===== src/rtl/ifq_pkg.sv =====
// ifq_pkg: constants and types shared by the IF/ID instruction queue, the
// fetch unit and the NPC logic.
//   PC_RESET  - boot pc, also shown on the decode side while the queue is empty
//   INSTR_NOP - sll $0,$0,0, shown on the decode side while the queue is empty
//   ENTRY_W   - width of one {pc, instr} queue entry
//   ptr_w()   - pointer width for a DEPTH-entry queue (index bits plus a wrap bit)
package ifq_pkg;

  localparam logic [31:0] PC_RESET  = 32'h0000_3000;
  localparam logic [31:0] INSTR_NOP = 32'h0000_0000;
  localparam int          ENTRY_W   = 64;

  typedef struct packed {
    logic [31:0] pc;
    logic [31:0] instr;
  } ifq_entry_t;

  // The extra MSB separates the full and empty cases when the index bits match.
  function automatic int ptr_w(input int depth);
    return $clog2(depth) + 1;
  endfunction

endpackage


===== src/rtl/ifq_storage.sv =====
// ifq_storage: DEPTH x ENTRY_W register array for the IF/ID queue.
// It has one synchronous write port and one asynchronous read port. The
// contents are not reset; the queue pointers decide which entries are live.
//   clk   - clock
//   we    - write enable
//   waddr - write index
//   wdata - {pc, instr} entry to write
//   raddr - read index
//   rdata - entry at raddr (combinational)
module ifq_storage
  import ifq_pkg::*;
#(
  parameter int DEPTH = 4,
  parameter int AW    = $clog2(DEPTH)
) (
  input  logic          clk,
  input  logic          we,
  input  logic [AW-1:0] waddr,
  input  ifq_entry_t    wdata,
  input  logic [AW-1:0] raddr,
  output ifq_entry_t    rdata
);

  ifq_entry_t mem [DEPTH];

  always_ff @(posedge clk) begin
    if (we) mem[waddr] <= wdata;
  end

  assign rdata = mem[raddr];

endmodule


===== src/rtl/if_id_queue.sv =====
// if_id_queue: decoupling queue between fetch ({pc, instr}) and decode.
// It holds up to DEPTH entries and uses valid/ready handshakes on both sides.
// A flush, or a reset, drops every entry.
// Optional macro IFQ_BYPASS_EN: when the queue is empty, an incoming word is
// presented to decode combinationally. If decode takes it in the same cycle,
// the word is never written to the array.
//   clk, reset            - clock, synchronous active-high reset
//   flush                 - drop all entries (branch/jump redirect)
//   in_valid/in_ready     - fetch handshake; in_pc, in_instr carry the word
//   out_valid/out_ready   - decode handshake; out_pc, out_instr give the head
//   count                 - occupancy, 0..DEPTH
module if_id_queue
  import ifq_pkg::*;
#(
  parameter int          DEPTH     = 4,
  parameter logic [31:0] RESET_PC  = PC_RESET,
  parameter logic [31:0] NOP_INSTR = INSTR_NOP
) (
  input  logic                  clk,
  input  logic                  reset,
  input  logic                  flush,
  input  logic                  in_valid,
  output logic                  in_ready,
  input  logic [31:0]           in_pc,
  input  logic [31:0]           in_instr,
  output logic                  out_valid,
  input  logic                  out_ready,
  output logic [31:0]           out_pc,
  output logic [31:0]           out_instr,
  output logic [$clog2(DEPTH):0] count
);

  localparam int PW = ptr_w(DEPTH);
  localparam int AW = PW - 1;

  logic [PW-1:0] wr_ptr, rd_ptr;
  logic          empty, full, push, pop;
  ifq_entry_t    rd_entry, wr_entry;

  assign empty    = (wr_ptr == rd_ptr);
  assign full     = (wr_ptr[AW-1:0] == rd_ptr[AW-1:0]) && (wr_ptr[AW] != rd_ptr[AW]);
  // in_ready depends on state only. A pop from a full queue frees a slot
  // starting in the next cycle.
  assign in_ready = !full;
  assign count    = wr_ptr - rd_ptr;
  assign wr_entry = '{pc: in_pc, instr: in_instr};

`ifdef IFQ_BYPASS_EN
  logic bypass;
  assign bypass    = empty && !flush && in_valid;
  assign out_valid = !empty || bypass;
  // A bypassed word that decode accepts right away is consumed here and is not stored.
  assign push      = in_valid && in_ready && !(bypass && out_ready);
  assign pop       = !empty && out_ready;

  always_comb begin
    out_pc    = RESET_PC;
    out_instr = NOP_INSTR;
    if (!empty) begin
      out_pc    = rd_entry.pc;
      out_instr = rd_entry.instr;
    end else if (bypass) begin
      out_pc    = in_pc;
      out_instr = in_instr;
    end
  end
`else
  assign out_valid = !empty;
  assign push      = in_valid && in_ready;
  assign pop       = out_valid && out_ready;
  assign out_pc    = empty ? RESET_PC  : rd_entry.pc;
  assign out_instr = empty ? NOP_INSTR : rd_entry.instr;
`endif

  // Reset and flush have priority. Any push or pop in that same cycle is discarded.
  always_ff @(posedge clk) begin
    if (reset || flush) begin
      wr_ptr <= '0;
      rd_ptr <= '0;
    end else begin
      if (push) wr_ptr <= wr_ptr + 1'b1;
      if (pop)  rd_ptr <= rd_ptr + 1'b1;
    end
  end

  ifq_storage #(.DEPTH(DEPTH), .AW(AW)) u_storage (
    .clk   (clk),
    .we    (push && !flush && !reset),
    .waddr (wr_ptr[AW-1:0]),
    .wdata (wr_entry),
    .raddr (rd_ptr[AW-1:0]),
    .rdata (rd_entry)
  );

endmodule


===== config.mk =====
export PLATFORM = sky130hd
export DESIGN_NAME = if_id_queue
export DESIGN_NICKNAME = d
export VERILOG_FILES = /design/src/rtl/ifq_pkg.sv /design/src/rtl/ifq_storage.sv /design/src/rtl/if_id_queue.sv
export SDC_FILE = /design/constraint.sdc
export NUM_CORES = 1
export LEC_CHECK = 0
export CORE_ASPECT_RATIO = 0.75
export CORE_MARGIN = 1
export CORE_UTILIZATION = 44
export CTS_CLUSTER_SIZE = 8
export DETAILED_ROUTE_END_ITERATION = 16
export HOLD_SLACK_MARGIN = 0.12
export PLACE_DENSITY = 0.69
export REMOVE_ABC_BUFFERS = 1
export SYNTH_ARGS = -nofsm -noshare
export SYNTH_HDL_FRONTEND = slang
export SYNTH_HIERARCHICAL = 1
export SYNTH_SLANG_ARGS = --single-unit

===== constraint.sdc =====
create_clock -name clk -period 15.15 [get_ports clk]
set_input_delay 3.03 -clock clk [delete_from_list [all_inputs] [get_ports clk]]
set_output_delay 3.03 -clock clk [all_outputs]
set_load 0.02 [all_outputs]

## Yosys cells after proc, flatten, opt, wreduce, memory -nomap -nowiden

Memories as Yosys holds them, arrays and structs flattened. A register that Yosys moved wholly into a read port is not among the register bits.
Index checks and enable logic that the tools add are counted.

- Add/sub/neg operators: 3
- Equality and inequality tests: 3
- Muxes and demuxes: 6
- Reductions and logical operators: 10

Operator list:

| operator | count |
|---|---|
| two-way mux 32 bit | 2 |
| adder 3 x 1 -> 3 bit (second input constant) | 2 |
| logical AND 1 bit | 5 |
| zero test 1 bit | 4 |
| two-way mux 2 bit | 2 |
| equality test 3 bit | 1 |
| subtractor 3 bit | 1 |
| equality test 2 bit | 1 |
| two-way mux 1 bit | 2 |
| logical OR 1 bit | 1 |
| inequality test 1 bit | 1 |

- Bits in registers: 6
- Bits in writable memories: 256
- Bits of input ports: 69
- Output and inout bits: 69
- Word-level logic and storage cells: 25
- Memories kept: 1

Memory list:

| name | depth | bits a word | rd ports | clocked after Yosys merged registers in | write ports | RTL line | RTL |
|---|---|---|---|---|---|---|---|
| u_storage.mem | 4 | 64 | 1 | 1 | 1 | ifq_storage.sv:24 | `ifq_entry_t mem [DEPTH];` |

## Logic depth before layout (Yosys ltp)

- Word-level depth: 8
- Gate-level depth with buffers: 7
- Mapped depth without buffers: 6

## Cells and area by module

Netlist, hierarchy kept.

By module, submodules not included:

| module | times used | cells each | area an instance (um2) | sequential area each (um2) |
|---|---|---|---|---|
| ifq_storage | 1 | 338 | 9341.5 | 7687.4 |
| if_id_queue | 1 | 125 | 1119.8 | 120.1 |

## Worst setup path after synthesis

OpenSTA, ideal clock, no wires.

- Path type: input port to flip-flop
- Start point: in flush
- End point: mem u_storage/mem[0][0] in the netlist's numbering (enable)
- Library setup time: 0.578 ns
- Arrival time: 8.381 ns
- Data required time: 14.572 ns
- Slack: 6.192 ns
- Stages: 4
- Buffers on the path: 1
- Cell sequence: nor2_1 -> clkbuf_1 -> and2_1 -> nor3b_1

- Longest elaborated chain between the ends: 5

RTL lines:

| element | RTL line | RTL |
|---|---|---|
| from (decl) | if_id_queue.sv:21 | `input logic flush,` |
| zero test 1 bit | if_id_queue.sv:88 | `.we (push && !flush && !reset),` |
| logical AND 1 bit (2 in series) | if_id_queue.sv:88 |  |
| two-way mux 1 bit | ifq_storage.sv:27 | `if (we) mem[waddr] <= wdata;` |
| two-way mux 1 bit (not written as such) | ifq_storage.sv:27 |  |
| to (decl) | ifq_storage.sv:24 |  |

No other way between the ends.

## Final worst setup path

- Start point: reg rd_ptr[1]
- End point: out out_pc[0]

- Longest elaborated chain between the ends: 2

RTL lines:

| element | RTL line | RTL |
|---|---|---|
| from (decl) | if_id_queue.sv:36 | `logic [PW-1:0] wr_ptr, rd_ptr;` |
| from (signal assigned) | if_id_queue.sv:82 | `if (pop) rd_ptr <= rd_ptr + 1'b1;` |
| equality test 3 bit | if_id_queue.sv:40 | `assign empty = (wr_ptr == rd_ptr);` |
| two-way mux 32 bit | if_id_queue.sv:71 | `assign out_pc = empty ? RESET_PC : rd_entry.pc;` |
| to (decl) | if_id_queue.sv:28 | `output logic [31:0] out_pc,` |

No other way between the ends.

==> metrics.cfg <==
[outcome]
status = complete, no violations

[cts]
cts_hold_buf = 0
cts_setup_buffers = 0
clock_sinks = 262
clock_path_buffers = 3
clkSlewWorstSetupHoldPaths_ns = 0.05
post_cts_resized = 0
clkLatencyLatePin_ns = 0.50
htree_levels = 2
clockRootBuffer = clkbuf_16
cts_tree = done
cts_inserted_buffers = 38

[floorplan]
core_area_sq_um = 23200
die_h_um = 136
start_util_pct = 45.1
fp-row-count = 48
dieArea_sq_um = 24400
die_w_um = 180
top_level_ports = 138

[power]
finalPower_w = 0.00165
p_sw_w = 0.000319
powerDensity_nw_per_um2 = 126
pwr-share-clk_pct = 45.3
vdd_ir_drop_max_mv = 0.112
intPower_w = 0.00133
power_frac_seq_pct = 49.0
p_leak_nw = 4.15
power_frac_comb_pct = 5.7
switching_share_pct = 19.4

[yosys]
ys_types = 34
async_flop_share_pct = 0
synth_ff_type = edfxtp_1
synth.avg_cell_area_sq_um = 22.6
synth_seq_cells = 262
seq_area_frac_synth_pct = 74.6
synth_cells = 463
synth.area.top_cells = edfxtp_1 73%, mux4_2 13%, nor2b_2 2.3%, buf_12 1.9%, nor2b_4 1.7%
netlist.area_leader.share_pct = 73.5
synth_area_leader_cell = edfxtp_1
synth_edf_count = 256
syn_area_sq_um = 10500
yosys_warnings = 6

[layout]
syn2layout_area_growth_pct = 24.8
nets = 696
fin_area_sq_um = 13100
layout-drive-gt1-share_pct = 24.2

[sta]
period_share_pct = 48.9
setup_viol = 0
finalCriticalPeriod_ns = 7.40
slew_violations = 0
fin_skew_ns = 0.00887
tns_ns = 0
fmax_mhz = 135
rsz0062_at_grt = no
tightest_slew_ns = 1.20
slew_headroom_pct = 19.7
hold_violations = 0

[global_routing]
antenna_found_initial = 1
grt_pass1_wl_um = 30400
grt_max_degree = 69
grt_usage_pct = 16.7
overflow = 0
first_global_vias = 5395

[placed_design]
gp_congestion = 0.740
hpwl_um = 10800
numPortBuffers = 137
placed_area_sq_um = 12000

[setup_path]
cp.buffers_inverters = 3
critPathLaunchType = flop
max_stage_delay_ns = 1.03
worstSetupPathType = reg -> out
crit_arrival_ns = 4.37
crit_chain = inv_1 > ha_1 > nand2_1 > nor2_4 > buf_4 > and2b_1 > clkdlybuf4s50_1
crit_slowest_cell = dfxtp_4
cp_max_fo = 68
critPathTopFamily = buffers and inverters
cp_data_required_time_ns = 12.12
cp-end-kind = primary output

[route]
wirelength_um = 19500
viasPerCell = 5.28
firstDrtPassIters = 5
wl_per_cell_um = 20.9
drc_errors = 0
drt-initial-drc-count = 327
vias = 4920
detail-route-antenna-nets = 0

[flow_run]
drv_cap = 0

[worst_hold_path]
hold_class = reg -> reg

-- layout by cell type, fill, tap and decap left out, types with 2 or more instances in the layout --
cell type / count
nor2b_1: 13
or2_1: 2
xnor2_1: 2
and2_1: 2
nor2b_4: 13
o211ai_1: 3
mux4_2: 60
mux4_1: 4
buf_4: 4
and2b_1: 10
nor2b_2: 27
dfxtp_4: 2
ha_1: 4
mux2i_1: 4
and3b_4: 2
edfxtp_1: 256
dfxtp_1: 4
a21oi_1: 2
clkbuf_16: 41
nand4_1: 2
inv_1: 10
clkdlybuf4s50_1: 137
clkbuf_1: 7
nand2_1: 9
-- power groups by stage --
| stage | Combinational (W) | Sequential, W | Clock, W |
|---|---|---|---|
| 2_1_floorplan | 0.0000426 | 0.000823 | 0 |
| 3_3_place_gp | 0.0000931 | 0.000820 | 0 |
| 3_5_place_dp | 0.0000950 | 0.000821 | 0 |
| 4_1_cts | 0.0000957 | 0.000808 | 0.000767 |
| 5_1_grt | 0.000100 | 0.000807 | 0.000798 |
| 6_report | 0.0000940 | 0.000808 | 0.000747 |
-- path summary, 6_finish.rpt --
check | from | end | slack [ns] | depth (start not counted)
hold reg to reg | wr_ptr[0] | wr_ptr[0] | 0.59 | 2
setup reg to reg | rd_ptr[1] | u_storage/mem[1][25] | 11.32 | 7
setup / recovery | rd_ptr[1] | out_pc[0] | 7.75 | 7
hold / removal | wr_ptr[0] | wr_ptr[0] | 0.59 | 2
-- per-stage QoR --
stage | setup slack [ns] | util (%) | hold WS [ns] | instances
floorplan | 5.95 | - | 0.489 | 441
global placement | 8.16 | 51.8 | 0.526 | 882
detailed placement | 8.11 | 51.8 | 0.590 | 882
CTS | 7.57 | 56.3 | 0.597 | 931
global route | 7.40 | 56.3 | 0.608 | 931
finish | 7.75 | 56.3 | 0.587 | 932
-- kinds of logic (layout without fill, tap and decap cells) --
| family | count (synthesis) | count (layout) | share of synthesized area (%) |
|---|---|---|---|
| multiplexers | 68 | 68 | 14.3 |
| AND/OR/NAND/NOR | 87 | 87 | 6.73 |
| AO/OA/AOI/OAI | 6 | 6 | 0.395 |
| XOR/XNOR | 3 | 3 | 0.323 |
| adder cells (fa/ha/maj) | 5 | 5 | 0.670 |
| buffers and inverters | 32 | 200 | 2.94 |
| flip-flops | 262 | 262 | 74.6 |
| other | 0 | 1 | 0 |
-- cell usage after synthesis, drive strengths merged (2+ instances only) --
library cell / instances
nand2: 9
inv: 10
and2b: 10
clkbuf: 3
o211ai: 3
dfxtp: 6
edfxtp: 256
mux4: 64
nor2b: 53
xnor2: 2
or2: 2
nor2: 2
a21oi: 2
ha: 4
buf: 19
and2: 2
mux2i: 4
nand4: 2
and3b: 2
-- layout make-up --
class / instances / area, sq um
well taps: 300 / 375
diodes: 1 / 2.50
inverters: 10 / 37.5
multi-input cells: 169 / 2370
flip-flops and latches: 262 / 7820
repair buffers: 141 / 1400
clock buffers: 48 / 1050
fillers: 1774 / 10100
clock inverters: 1 / 3.75
-- registers in the layout (all words and copies together) (netlist names) --
name           cells
rd_ptr             3
u_storage/mem    256
wr_ptr             3
-- layer usage --
layer | track usage [%] | wire length [um] | part of all wire, %
met1 | 22.4 | 8650 | 44
met3 | 4.84 | 1540 | 7.9
met4 | 4.99 | 305 | 1.6
met5 | 0 | 0 | 0
met2 | 26.7 | 9020 | 46
-- worst reg2reg max path, delay by kind of cell, from the launching register on --
family / cells / cell delay [ns]
simple gates: 3 / 1.05
flops: 1 / 1.03
buf+inv: 2 / 0.69
compound gates: 1 / 0.34
fa+ha+maj: 1 / 0.32
No activity file was read; power rests on OpenSTA's default activity.
